$ cat src/rtl/lcd_scene_scheduler.sv
// lcd_scene_scheduler
//   Chooses which scene the LCD shows (monitor or missed-dose) and which
//   28-bit entry it shows. Three sources share the display: the default
//   monitor scene, the missed-dose alarm, and the user-browsed missed-dose log.
//   Each missed-scene entry is fetched from the log RAM and then held for a
//   dwell that is timed in 400 Hz ticks.
//
// Optional feature: define LCD_LOG_AUTOSCROLL_EN to make dwell expiry in log
//   mode advance to the next entry, just as log_step does. Without it, dwell
//   expiry in log mode returns to the monitor scene.
//
// Ports
//   clk        in   system clock; the only clock
//   reset      in   synchronous, active-high reset
//   tick       in   one-cycle 400 Hz time-base strobe
//   alarm_req  in   level; a missed dose is pending
//   alarm_ack  out  one-cycle pulse when the alarm scene finishes its dwell
//   log_req    in   pulse; the user starts browsing the log
//   log_step   in   pulse; advance to the next log entry
//   log_count  in   number of valid log entries (0..2^ADDR_W)
//   ram_addr   out  log RAM read address
//   ram_rd     out  read strobe; ram_data is valid on the following cycle
//   ram_data   in   log RAM read data
//   lcd_data   out  entry shown on the LCD
//   scene_sel  out  0 = monitor scene, 1 = missed scene
//   lcd_update out  one-cycle pulse in the first cycle of a new lcd_data

module lcd_scene_scheduler #(
  parameter int unsigned ADDR_W      = 4,
  parameter int unsigned DATA_W      = 28,
  parameter int unsigned DWELL_TICKS = 800
) (
  input  logic              clk,
  input  logic              reset,
  input  logic              tick,
  input  logic              alarm_req,
  output logic              alarm_ack,
  input  logic              log_req,
  input  logic              log_step,
  input  logic [ADDR_W:0]   log_count,
  output logic [ADDR_W-1:0] ram_addr,
  output logic              ram_rd,
  input  logic [DATA_W-1:0] ram_data,
  output logic [DATA_W-1:0] lcd_data,
  output logic              scene_sel,
  output logic              lcd_update
);

  localparam int unsigned CNT_W = $clog2(DWELL_TICKS + 1);
  localparam logic [CNT_W-1:0] DWELL_LAST = CNT_W'(DWELL_TICKS - 1);
  localparam logic [CNT_W-1:0] DWELL_MAX  = CNT_W'(DWELL_TICKS);

  typedef enum logic [1:0] {
    MONITOR = 2'd0,
    FETCH   = 2'd1,
    CAPTURE = 2'd2,
    SHOW    = 2'd3
  } state_t;

  state_t            state;
  logic              alarm_mode;
  logic              zero_load;   // alarm with an empty log shows 0, not RAM
  logic [ADDR_W-1:0] idx;
  logic [CNT_W-1:0]  dwell;

  logic [ADDR_W:0]   idx_inc;
  logic              last_entry;
  logic [ADDR_W-1:0] alarm_addr;
  logic              log_empty;
  logic              dwell_done;
  logic              advance;

  // Step bookkeeping. ">=" rather than "==" so a log_count that shrank
  // mid-browse still ends the browse instead of running past the log.
  assign idx_inc    = {1'b0, idx} + (ADDR_W+1)'(1);
  assign last_entry = (idx_inc >= log_count);

  // The alarm shows the newest entry, or address 0 with a forced 0 if empty.
  assign log_empty  = (log_count == '0);
  assign alarm_addr = log_empty ? '0 : ADDR_W'(log_count - (ADDR_W+1)'(1));

  // The dwell expires on the tick that would bring the count to DWELL_TICKS.
  assign dwell_done = tick && (dwell >= DWELL_LAST);

`ifdef LCD_LOG_AUTOSCROLL_EN
  assign advance = log_step || dwell_done;
`else
  assign advance = log_step;
`endif

  // Scene sequencer with registered outputs.
  always_ff @(posedge clk) begin
    if (reset) begin
      state      <= MONITOR;
      alarm_mode <= 1'b0;
      zero_load  <= 1'b0;
      idx        <= '0;
      dwell      <= '0;
      ram_addr   <= '0;
      ram_rd     <= 1'b0;
      lcd_data   <= '0;
      scene_sel  <= 1'b0;
      lcd_update <= 1'b0;
      alarm_ack  <= 1'b0;
    end else begin
      ram_rd     <= 1'b0;
      lcd_update <= 1'b0;
      alarm_ack  <= 1'b0;

      case (state)
        MONITOR: begin
          dwell <= '0;
          // The alarm has priority; a simultaneous log_req is dropped.
          if (alarm_req) begin
            state      <= FETCH;
            alarm_mode <= 1'b1;
            zero_load  <= log_empty;
            ram_addr   <= alarm_addr;
            ram_rd     <= 1'b1;
            scene_sel  <= 1'b1;
          end else if (log_req && !log_empty) begin
            state      <= FETCH;
            alarm_mode <= 1'b0;
            zero_load  <= 1'b0;
            idx        <= '0;
            ram_addr   <= '0;
            ram_rd     <= 1'b1;
            scene_sel  <= 1'b1;
          end
        end

        FETCH: begin
          state <= CAPTURE;
        end

        CAPTURE: begin
          lcd_data   <= zero_load ? '0 : ram_data;
          lcd_update <= 1'b1;
          dwell      <= '0;
          state      <= SHOW;
        end

        SHOW: begin
          if (alarm_mode) begin
            if (dwell_done) begin
              alarm_ack <= 1'b1;
              scene_sel <= 1'b0;
              state     <= MONITOR;
            end else if (tick && dwell != DWELL_MAX) begin
              dwell <= dwell + CNT_W'(1);
            end
          end else if (alarm_req) begin
            // Alarm preempts the browse; the browse position is abandoned.
            state      <= FETCH;
            alarm_mode <= 1'b1;
            zero_load  <= log_empty;
            ram_addr   <= alarm_addr;
            ram_rd     <= 1'b1;
          end else if (advance) begin
            // A step taken together with a tick swallows the tick.
            if (last_entry) begin
              scene_sel <= 1'b0;
              state     <= MONITOR;
            end else begin
              idx      <= ADDR_W'(idx_inc);
              ram_addr <= ADDR_W'(idx_inc);
              ram_rd   <= 1'b1;
              state    <= FETCH;
            end
          end else if (dwell_done) begin
            scene_sel <= 1'b0;
            state     <= MONITOR;
          end else if (tick && dwell != DWELL_MAX) begin
            dwell <= dwell + CNT_W'(1);
          end
        end

        default: begin
          state <= MONITOR;
        end
      endcase
    end
  end

endmodule

$ cat config.mk
export PLATFORM = sky130hd
export DESIGN_NAME = lcd_scene_scheduler
export DESIGN_NICKNAME = d
export VERILOG_FILES = /design/src/rtl/lcd_scene_scheduler.sv
export SDC_FILE = /design/constraint.sdc
export NUM_CORES = 1
export LEC_CHECK = 0
export CAP_MARGIN = 25
export CORE_UTILIZATION = 35
export CTS_CLUSTER_SIZE = 16
export DETAILED_ROUTE_END_ITERATION = 6
export GPL_TIMING_DRIVEN = 0
export REMOVE_ABC_BUFFERS = 1
export SETUP_SLACK_MARGIN = 0.5
export SLEW_MARGIN = 20
export SYNTH_ARGS = -nofsm -noshare
export SYNTH_HDL_FRONTEND = slang
export SYNTH_SLANG_ARGS = --single-unit
$ cat constraint.sdc
create_clock -name clk -period 3 [get_ports clk]
set_clock_uncertainty 0.1 [all_clocks]
set_input_delay 0.6 -clock clk [delete_from_list [all_inputs] [get_ports clk]]
set_output_delay 0.6 -clock clk [all_outputs]
set_load 0.05 [all_outputs]
== Yosys cells after proc, flatten, opt, wreduce, memory -nomap -nowiden ==
Cells that the tools add are included.

* Output and inout bits: 36
* Bits of input ports: 39
* Register bits after elaboration: 54
* Word-level logic and storage cells: 104

* Bitwise operators: 2
* Reduce and logical (&&, ||, !) cells: 16
* $add $sub $neg: 3
* Order comparisons: 2
* Equal/unequal tests: 17
* Mux-type cells: 53

{| class="wikitable"
|+ Operators by type and width
! operator !! number
|-
| $mux W10 || 5
|-
| $mux W4 || 10
|-
| $mux W28 || 1
|-
| $mux W1 || 23
|-
| $pmux W10 S2 || 1
|-
| $pmux W4 S2 || 2
|-
| $ne A3 B3 Y1 const B || 5
|-
| $ne A2 B2 Y1 const B || 7
|-
| $mux W2 || 6
|-
| $add A10 B1 Y10 const B || 1
|-
| $ge A10 B10 Y1 const B || 1
|-
| $ne A10 B10 Y1 const B || 1
|-
| $pmux W1 S2 || 4
|-
| $pmux W2 S4 || 1
|-
| $reduce_and A4 Y1 || 2
|-
| $reduce_and A7 Y1 || 1
|-
| $add A4 B1 Y5 const B || 1
|-
| $ge A5 B5 Y1 || 1
|-
| $logic_not A5 Y1 || 1
|-
| $reduce_and A5 Y1 || 1
|-
| $eq A2 B2 Y1 const B || 2
|-
| $ne A4 B4 Y1 const B || 1
|-
| $reduce_bool A2 Y1 || 2
|-
| $sub A4 B1 Y4 const B || 1
|-
| other kinds (9) || 12
|}

== Depth between registers and ports, before layout ==
Gate-level depths: netlist of run 1.

* Depth in word-level cells: 8
* Depth in mapped cells: 8
* Mapped depth without buffers: 8

== Least setup slack after synthesis of run 1 ==
No wires, ideal clock.

* Path type: input-to-reg
* Start point: input port log_count[1]
* End point: register idx[1]
* Arrival time: 2.114 ns
* Required time: 2.834 ns
* Stages: 7
* Setup time: 0.066 ns
* Slack: 0.720 ns
* Path buffers: 0
* Cell sequence: inv_1 -> ha_1 -> or4b_4 -> a32oi_2 -> nor2_2 -> or3b_1 -> a21oi_2

* Word-level cells in the longest chain between the ends: 5
* Elaborated cells on any way between the ends: 7
* Classes of those cells: order compare: 1; eq/ne: 2; reduce/logical: 4

{| class="wikitable"
|+ RTL lines
! element !! line !! text
|-
| start, declared || 40 || <nowiki>input logic [ADDR_W:0] log_count,</nowiki>
|-
| branches (longest 4 deep; another with $ge A5 B5 Y1) || - ||
|-
| $reduce_and A7 Y1 (no line) * || - ||
|-
| end signal, assigned || 165 || <nowiki>idx <= ADDR_W'(idx_inc);</nowiki>
|-
| end, declared || 63 || <nowiki>logic [ADDR_W-1:0] idx;</nowiki>
|}

Every way passes the cells marked *.
A chain may end at the register's enable or synchronous reset.

== Final worst setup path of run 1 ==
* Start point: input port log_count[0]
* End point: register idx[1]

The elaborated chain is that of the path after synthesis.

==> impl_results.md, run 1 <==
* Drt drc at 0
* Total power at 0.002267 W
* Detailed Route WL at 6.296 mm
* HP Class: flip-flop to flip-flop
* Crit Path Category: input port to flip-flop
* Fmax at 419.5 MHz
* Max VDD drop at 0.4231 mV
* ANT nets after route at 0
* Cell Chain, Critical Path: dlygate4sd2_1 -> inv_1 -> ha_1 -> or4b_4 -> a32oi_4 -> a211oi_4 -> or3b_1 -> a21oi_2
* Crit path buf inv count at 2
* Syn Area/Cell at 8.129 um^2
* Post-layout util at 0.5118
* Leakage at 1.418 nW
* Final period util at 0.7946
* Die W at 89.28 um
* RSZ-0062 raised after global routing: true
* Worst setup SP type: input port
* CTS tree: yes
* Seq/Total Area, Yosys at 0.4054
* Slowest-stage cell, CP: or4b_4
* Internal reg-to-reg setup slack at 0.68 ns
* Worst-Margin Slew at 0.6362 ns
* CP Depth at 8
* Final slew viol count at 0
* Multi-input logic area at 1572 um^2
* Worst r2r src: idx[1]$_SDFFE_PP0P_
* Worst rel slew slack at 0.5750
* I/O Buffers at 74
* DR WL/cell at 12.67 um
* CP Capture Point: idx[1]$_SDFFE_PP0P_
* Overall Global Routing Usage at 0.1566
* CTS sink cnt at 54
* Initial core utilization at 0.3656
* Later-pin clock latency in the skew report at 0.31 ns
* Largest net degree at the start of global routing at 39
* Most frequent cells in the layout: clkdlybuf4s50_1 (68), dfxtp_1 (52), a21oi_1 (51), nor2_1 (45), nor2b_1 (34)
* Initial DRT Pass Iterations at 4
* Vias at 2468
* Run status: finished clean
* Flop and latch count out of synthesis at 54
* Crit. End Element: flip-flop
* GR Overflow Total at 0
* Area Overhead vs Synth at 39.98%
* CTS root buffer: clkbuf_8
* Post-Syn Area at 2666 um^2
* Fraction of layout cells with a size suffix above 1 at 0.09296
* HPWL after detailed placement at 4.492 mm
* Cell variety after synth at 46
* R2r worst-path depth at 8
* Worst Path Arrival at 2.53 ns
* Fin area at 3732 um^2
* CP top delay family: simple AND/OR/NAND/NOR gates
* Number of synthesized flops with an enable pin at 0
* CP Launch Point: log_count[0]
* CTS max path bufs at 2
* Commonest non-fill, non-tap cell in the layout: clkdlybuf4s50_1
* Vias per inst at 4.966
* First-pass GRT wire length at 9.818 mm
* Final Hold Fails at 0
* Core Rows at 31
* Diodes inserted at 0
* Pwr dens at 607.4 nW/um^2
* Post-synth ARST share at 0
* Initial detailed-routing violation count at 64
* Number of global-route vias before repair at 2193
* WP data required at 3.14 ns
* Die span in y at 89.28 um
* Final Net Count at 449
* IO Count at 75
* Antenna violations before repair at 0
* CP max stage delay at 0.49 ns
* Clk slew on worst S/H paths at 0.09 ns
* Synth warnings at 0
* Post-layout min period at 2.384 ns
* Post-CTS Hold Buffers at 0
* Fill cells at 754
* End of the worst register-to-register path: idx[2]$_SDFFE_PP0P_
* Final setup fails at 0
* Register area at 1084 um^2
* H-tree Lvls at 2
* Num CTS Buffers at 5
* Core footprint at 7292 um^2
* Max_cap viols at 0
* Crit-path max FO at 5
* Die area at 7971 um^2
* Area after DPL at 3488 um^2
* Gpl congestion at 0.8090
* Mapped Cells at 328
* Ys flop type: dfxtp_1
[synthesized netlist by cell type, types with 2 or more instances]
cell,instances,area share
a21o_1,2,0.0056
a21oi_1,52,0.098
a311oi_1,6,0.020
a32o_1,2,0.0075
and2_1,2,0.0047
and3_1,2,0.0047
buf_2,3,0.0056
clkbuf_1,12,0.017
dfxtp_1,54,0.41
ha_1,13,0.061
inv_1,14,0.020
nand2_1,13,0.018
nand2b_1,3,0.0070
nand3_1,12,0.023
nand4_1,3,0.0070
nor2_1,45,0.063
nor2b_1,36,0.084
nor3_1,5,0.0094
nor4_1,2,0.0047
nor4b_1,2,0.0066
o211ai_1,2,0.0056
o21ai_0,10,0.019
o21bai_1,2,0.0056
o31ai_1,2,0.0056
or2_2,2,0.0047
or3_1,5,0.012
xnor2_1,2,0.0066
xor2_1,2,0.0066
[worst min-delay path by stage]
stage	from	to	slack, ns	cells after the start
finish	dwell[9]$_SDFFE_PP0P_	dwell[9]$_SDFFE_PP0P_	0.38	1
global route	dwell[9]$_SDFFE_PP0P_	dwell[9]$_SDFFE_PP0P_	0.42	1
CTS	dwell[9]$_SDFFE_PP0P_	dwell[9]$_SDFFE_PP0P_	0.39	1
detailed placement	dwell[9]$_SDFFE_PP0P_	dwell[9]$_SDFFE_PP0P_	0.36	1
global placement	dwell[9]$_SDFFE_PP0P_	dwell[9]$_SDFFE_PP0P_	0.35	1
floorplan	dwell[9]$_SDFFE_PP0P_	dwell[9]$_SDFFE_PP0P_	0.34	1
[metrics by stage]
| step | hold slack, ns | TNS [ns] | setup slack (ns) | std cells |
|---|---|---|---|---|
| final | 0.3803 | 0 | 0.6162 | 497 |
| after global routing | 0.4246 | 0 | 0.4998 | 497 |
| after CTS | 0.3867 | 0 | 0.4758 | 494 |
| after detailed placement | 0.3632 | -0.1602 | -0.08428 | 486 |
| after global placement | 0.3521 | -19.47 | -0.6479 | 485 |
| after floorplan | 0.3406 | 0 | 0.4911 | 312 |
[cell type report]
type                       instances  share of cell area
clock buffer                       6             0.02213
clock inverter                     2             0.01039
inverter                          14             0.01408
multi-input combinational        244              0.4211
sequential                        54              0.2903
tap                               99             0.03319
timing repair buffer              78              0.2089
[metal layers]
layer / global-route usage / part of all wire
met5: 0 / 0
met4: 0.03896 / 0.0094
met3: 0.03232 / 0.051
met2: 0.2769 / 0.46
met1: 0.1944 / 0.48
[registers in the layout, indices dropped and copies added, names as in the netlist]
register    count
dwell          10
ram_rd          1
scene_sel       1
idx             4
zero_load       1
alarm_mode      1
lcd_update      1
ram_addr        4
alarm_ack       1
lcd_data       28
state           2
[what timing repair did]
| action | 4_1_cts | 5_1_grt |
|---|---|---|
| gates resized for setup | 7 | 18 |
| pin swaps | 3 | 4 |
| endpoints found under the hold margin | 0 | 0 |
| buffers inserted | 0 | 3 |
| endpoints found under the setup margin | 17 | 12 |
[report_power, final]
part,switching (W),leakage (nW),internal (W)
clock network,0.000246,0.0618,0.000275
registers,0.0000510,0.440,0.000801
logic,0.000569,0.916,0.000325
total,0.000866,1.42,0.00140
[cells by family after synthesis]
family	after synthesis	synth area share
and+or+nand+nor	140	0.2764
adders and majority gates	13	0.06101
xor gates and xnor gates	4	0.01314
buffers and inverters	30	0.04505
DFF	54	0.4054
AOI/OAI and AO/OA	87	0.1990
Power figures use the tool's default switching activity.
==> run 2, diff against run 1 <==
Clock period 3 ns to 2.1 ns, I/O delays scaled along.
==> run 2 against run 1 <==
Effect of this change: non-clock buffer count increased by 37; via count up 12%; sequential share of layout area decreased by 4.3 points; sequential cell count unchanged; first-iteration DRC count up 25%; the flow now finishes with violations (negative setup slack); critical path depth up 2; register-to-register slack got worse by 0.85 ns; die area stayed put; hold slack got worse by 0.019 ns.
==> impl_results.md, run 2 (same netlist as run 1, synthesis figures left out) <==
* CP top delay family: adder cells
* HPWL after detailed placement at 4.492 mm
* Antenna violations before repair at 0
* Logic pwr share at 0.474
* First-pass GRT wire length at 11.61 mm
* RSZ-0062 raised after global routing: true
* R2r worst-path depth at 10
* Crit-path max FO at 4
* Core footprint at 7292 um^2
* Fmax at 440.5 MHz
* Detailed Route WL at 7.724 mm
* Min-Delay Endpoint: lcd_data[8]$_SDFFE_PP0P_
* Post-layout util at 0.6172
* Max VDD drop at 0.6067 mV
* CP max stage delay at 0.37 ns
* Vias per inst at 5.147
* H-tree Lvls at 2
* Final Net Count at 488
* Leakage at 1.697 nW
* Final Hold Fails at 0
* Top cell by count, worst path: buf_4
* Largest net degree at the start of global routing at 39
* Worst rel slew slack at 0.6934
* Area Overhead vs Synth at 68.79%
* CTS max path bufs at 2
* CTS root buffer: clkbuf_8
* Diodes inserted at 0
* Number of global-route vias before repair at 2513
* Die W at 89.28 um
* End of the worst register-to-register path: idx[1]$_SDFFE_PP0P_
* Final period util at 1.081
* Gpl congestion at 0.8090
* Fraction of layout cells with a size suffix above 1 at 0.3982
* Crit path buf inv count at 2
* Clock network fraction of design power at 0.200
* Initial DRT Pass Iterations at 4
* Slowest-stage cell, CP: dfxtp_4
* Vias at 2759
* Most frequent cells in the layout: dfxtp_1 (44), nor2_1 (42), a21oi_1 (41), nor2b_1 (33), clkdlybuf4s15_2 (33)
* Worst r2r src: idx[1]$_SDFFE_PP0P_
* Run status: finished with violations
* Clk slew on worst S/H paths at 0.11 ns
* Later-pin clock latency in the skew report at 0.31 ns
* Crit. End Element: flip-flop
* Max_cap viols at 0
* Internal power at 0.002307 W
* Sw power at 0.001479 W
* Commonest non-fill, non-tap cell in the layout: dfxtp_1
* IO Count at 75
* Largest register FFs at 28
* Worst Path Arrival at 2.41 ns
* Worst-Margin Slew at 0.4586 ns
* Cell Chain, Critical Path: ha_4 -> xor2_2 -> ha_1 -> nand2_1 -> o211ai_1 -> buf_4 -> a211oi_4 -> buf_4 -> or3b_1 -> a21oi_2
* Internal reg-to-reg setup slack at -0.17 ns
* CTS tree: yes
* HP Class: input port to flip-flop
* Sequential group share of total power at 0.326
* Num CTS Buffers at 5
* Final slew viol count at 0
* ANT nets after route at 0
* Initial detailed-routing violation count at 80
* Setup ws final at -0.1704 ns
* Die span in y at 89.28 um
* Hold Crit Start: reset
* I/O Buffers at 74
* Core Rows at 31
* Worst setup SP type: flip-flop
* WP data required at 2.24 ns
* Top Registers: lcd_data: 28 flops, dwell: 10 flops
* Hold path cells at 2
* Pwr dens at 841.2 nW/um^2
* Initial core utilization at 0.3656
* DR WL/cell at 14.41 um
* Hold slack at 0.3612 ns
* Final setup fails at 8
* Die area at 7971 um^2
* GR Overflow Total at 0
* CTS sink cnt at 54
* Overall Global Routing Usage at 0.1866
* Sw Share at 0.3906
* Failing checks: negative setup slack
* Biggest register: lcd_data
* Drt drc at 0
* Crit Path Category: flip-flop to flip-flop
* Post-layout min period at 2.270 ns
run 2: cell types whose count changed in the layout (fill, tap and decap cells not counted), moves of 5 or more:
cell	previous run	this run
dfxtp_4	0	7
a21oi_2	1	10
clkdlybuf4s15_2	0	33
o21ai_0	9	4
dfxtp_1	52	44
a21oi_1	51	41
buf_4	3	24
clkdlybuf4s50_1	68	28
buf_6	0	13
buf_2	1	7
run 2: worst register-to-register path, stage by stage, from the launching register on:
cell      delay (ns)
dfxtp_4         0.37
ha_4            0.17
xor2_2          0.15
ha_1            0.31
nand2_1         0.08
o211ai_1        0.17
buf_4           0.16
a211oi_4        0.07
buf_4           0.15
or3b_1          0.35
a21oi_2         0.12
run 2: cell type report:
type | count | area, um^2
clock buffers | 6 | 82.58
clock inverters | 2 | 38.79
fillers | 645 | 2791
inverters | 14 | 60.06
multi-input cells | 246 | 1916
flip-flops and latches | 54 | 1111
well taps | 99 | 123.9
repair buffers | 115 | 1169
run 2: worst max-delay path by stage:
stage	startpoint	end	slack, ns	cells after the start
after floorplan	state[0]$_SDFFE_PP0N_	lcd_data[0]$_SDFFE_PP0P_	-0.41	5
after global placement	state[0]$_SDFFE_PP0N_	lcd_data[0]$_SDFFE_PP0P_	-1.55	5
after detailed placement	alarm_req	dwell[7]$_SDFFE_PP0P_	-0.80	6
after CTS	idx[0]$_SDFFE_PP0P_	idx[0]$_SDFFE_PP0P_	-0.17	10
after global routing	idx[1]$_SDFFE_PP0P_	idx[0]$_SDFFE_PP0P_	-0.27	10
final	idx[1]$_SDFFE_PP0P_	idx[1]$_SDFFE_PP0P_	-0.17	10
run 2: through the flow:
| step | instance area, um^2 | setup TNS, ns | setup WS (ns) | cells | power, W |
|---|---|---|---|---|---|
| floorplan | 2599 | -12.45 | -0.4089 | 312 | 0.002043 |
| global placement | 3463 | -62.03 | -1.548 | 485 | 0.002455 |
| detailed placement | 3488 | -15.91 | -0.8043 | 486 | 0.002471 |
| CTS | 4263 | -0.7944 | -0.1730 | 529 | 0.003642 |
| global route | 4501 | -1.557 | -0.2664 | 536 | 0.003962 |
| finish | 4501 | -0.7000 | -0.1704 | 536 | 0.003786 |
run 2: power by group through the flow:
stage / registers (W) / clock network, W / logic [W]
finish: 0.00123 / 0.000756 / 0.00180
detailed placement: 0.00124 / 0 / 0.00124
CTS: 0.00123 / 0.000772 / 0.00164
global placement: 0.00123 / 0 / 0.00122
floorplan: 0.00158 / 0 / 0.000465
global route: 0.00125 / 0.000806 / 0.00190
run 2: metal layers:
metal	part of all wire	global-route usage	wire length [um]
met1	0.45	0.2303	3438
met2	0.50	0.3393	3856
met3	0.047	0.03232	366
met4	0.0080	0.04040	62
met5	0	0	0
run 2: repair_timing:
item / 4_1_cts / 5_1_grt
endpoints found under the setup margin: 88 / 55
hold buffers: 0 / 0
cloned: 2 / 0
pin swaps: 44 / 27
buffers inserted: 33 / 7
gates resized for setup: 222 / 51
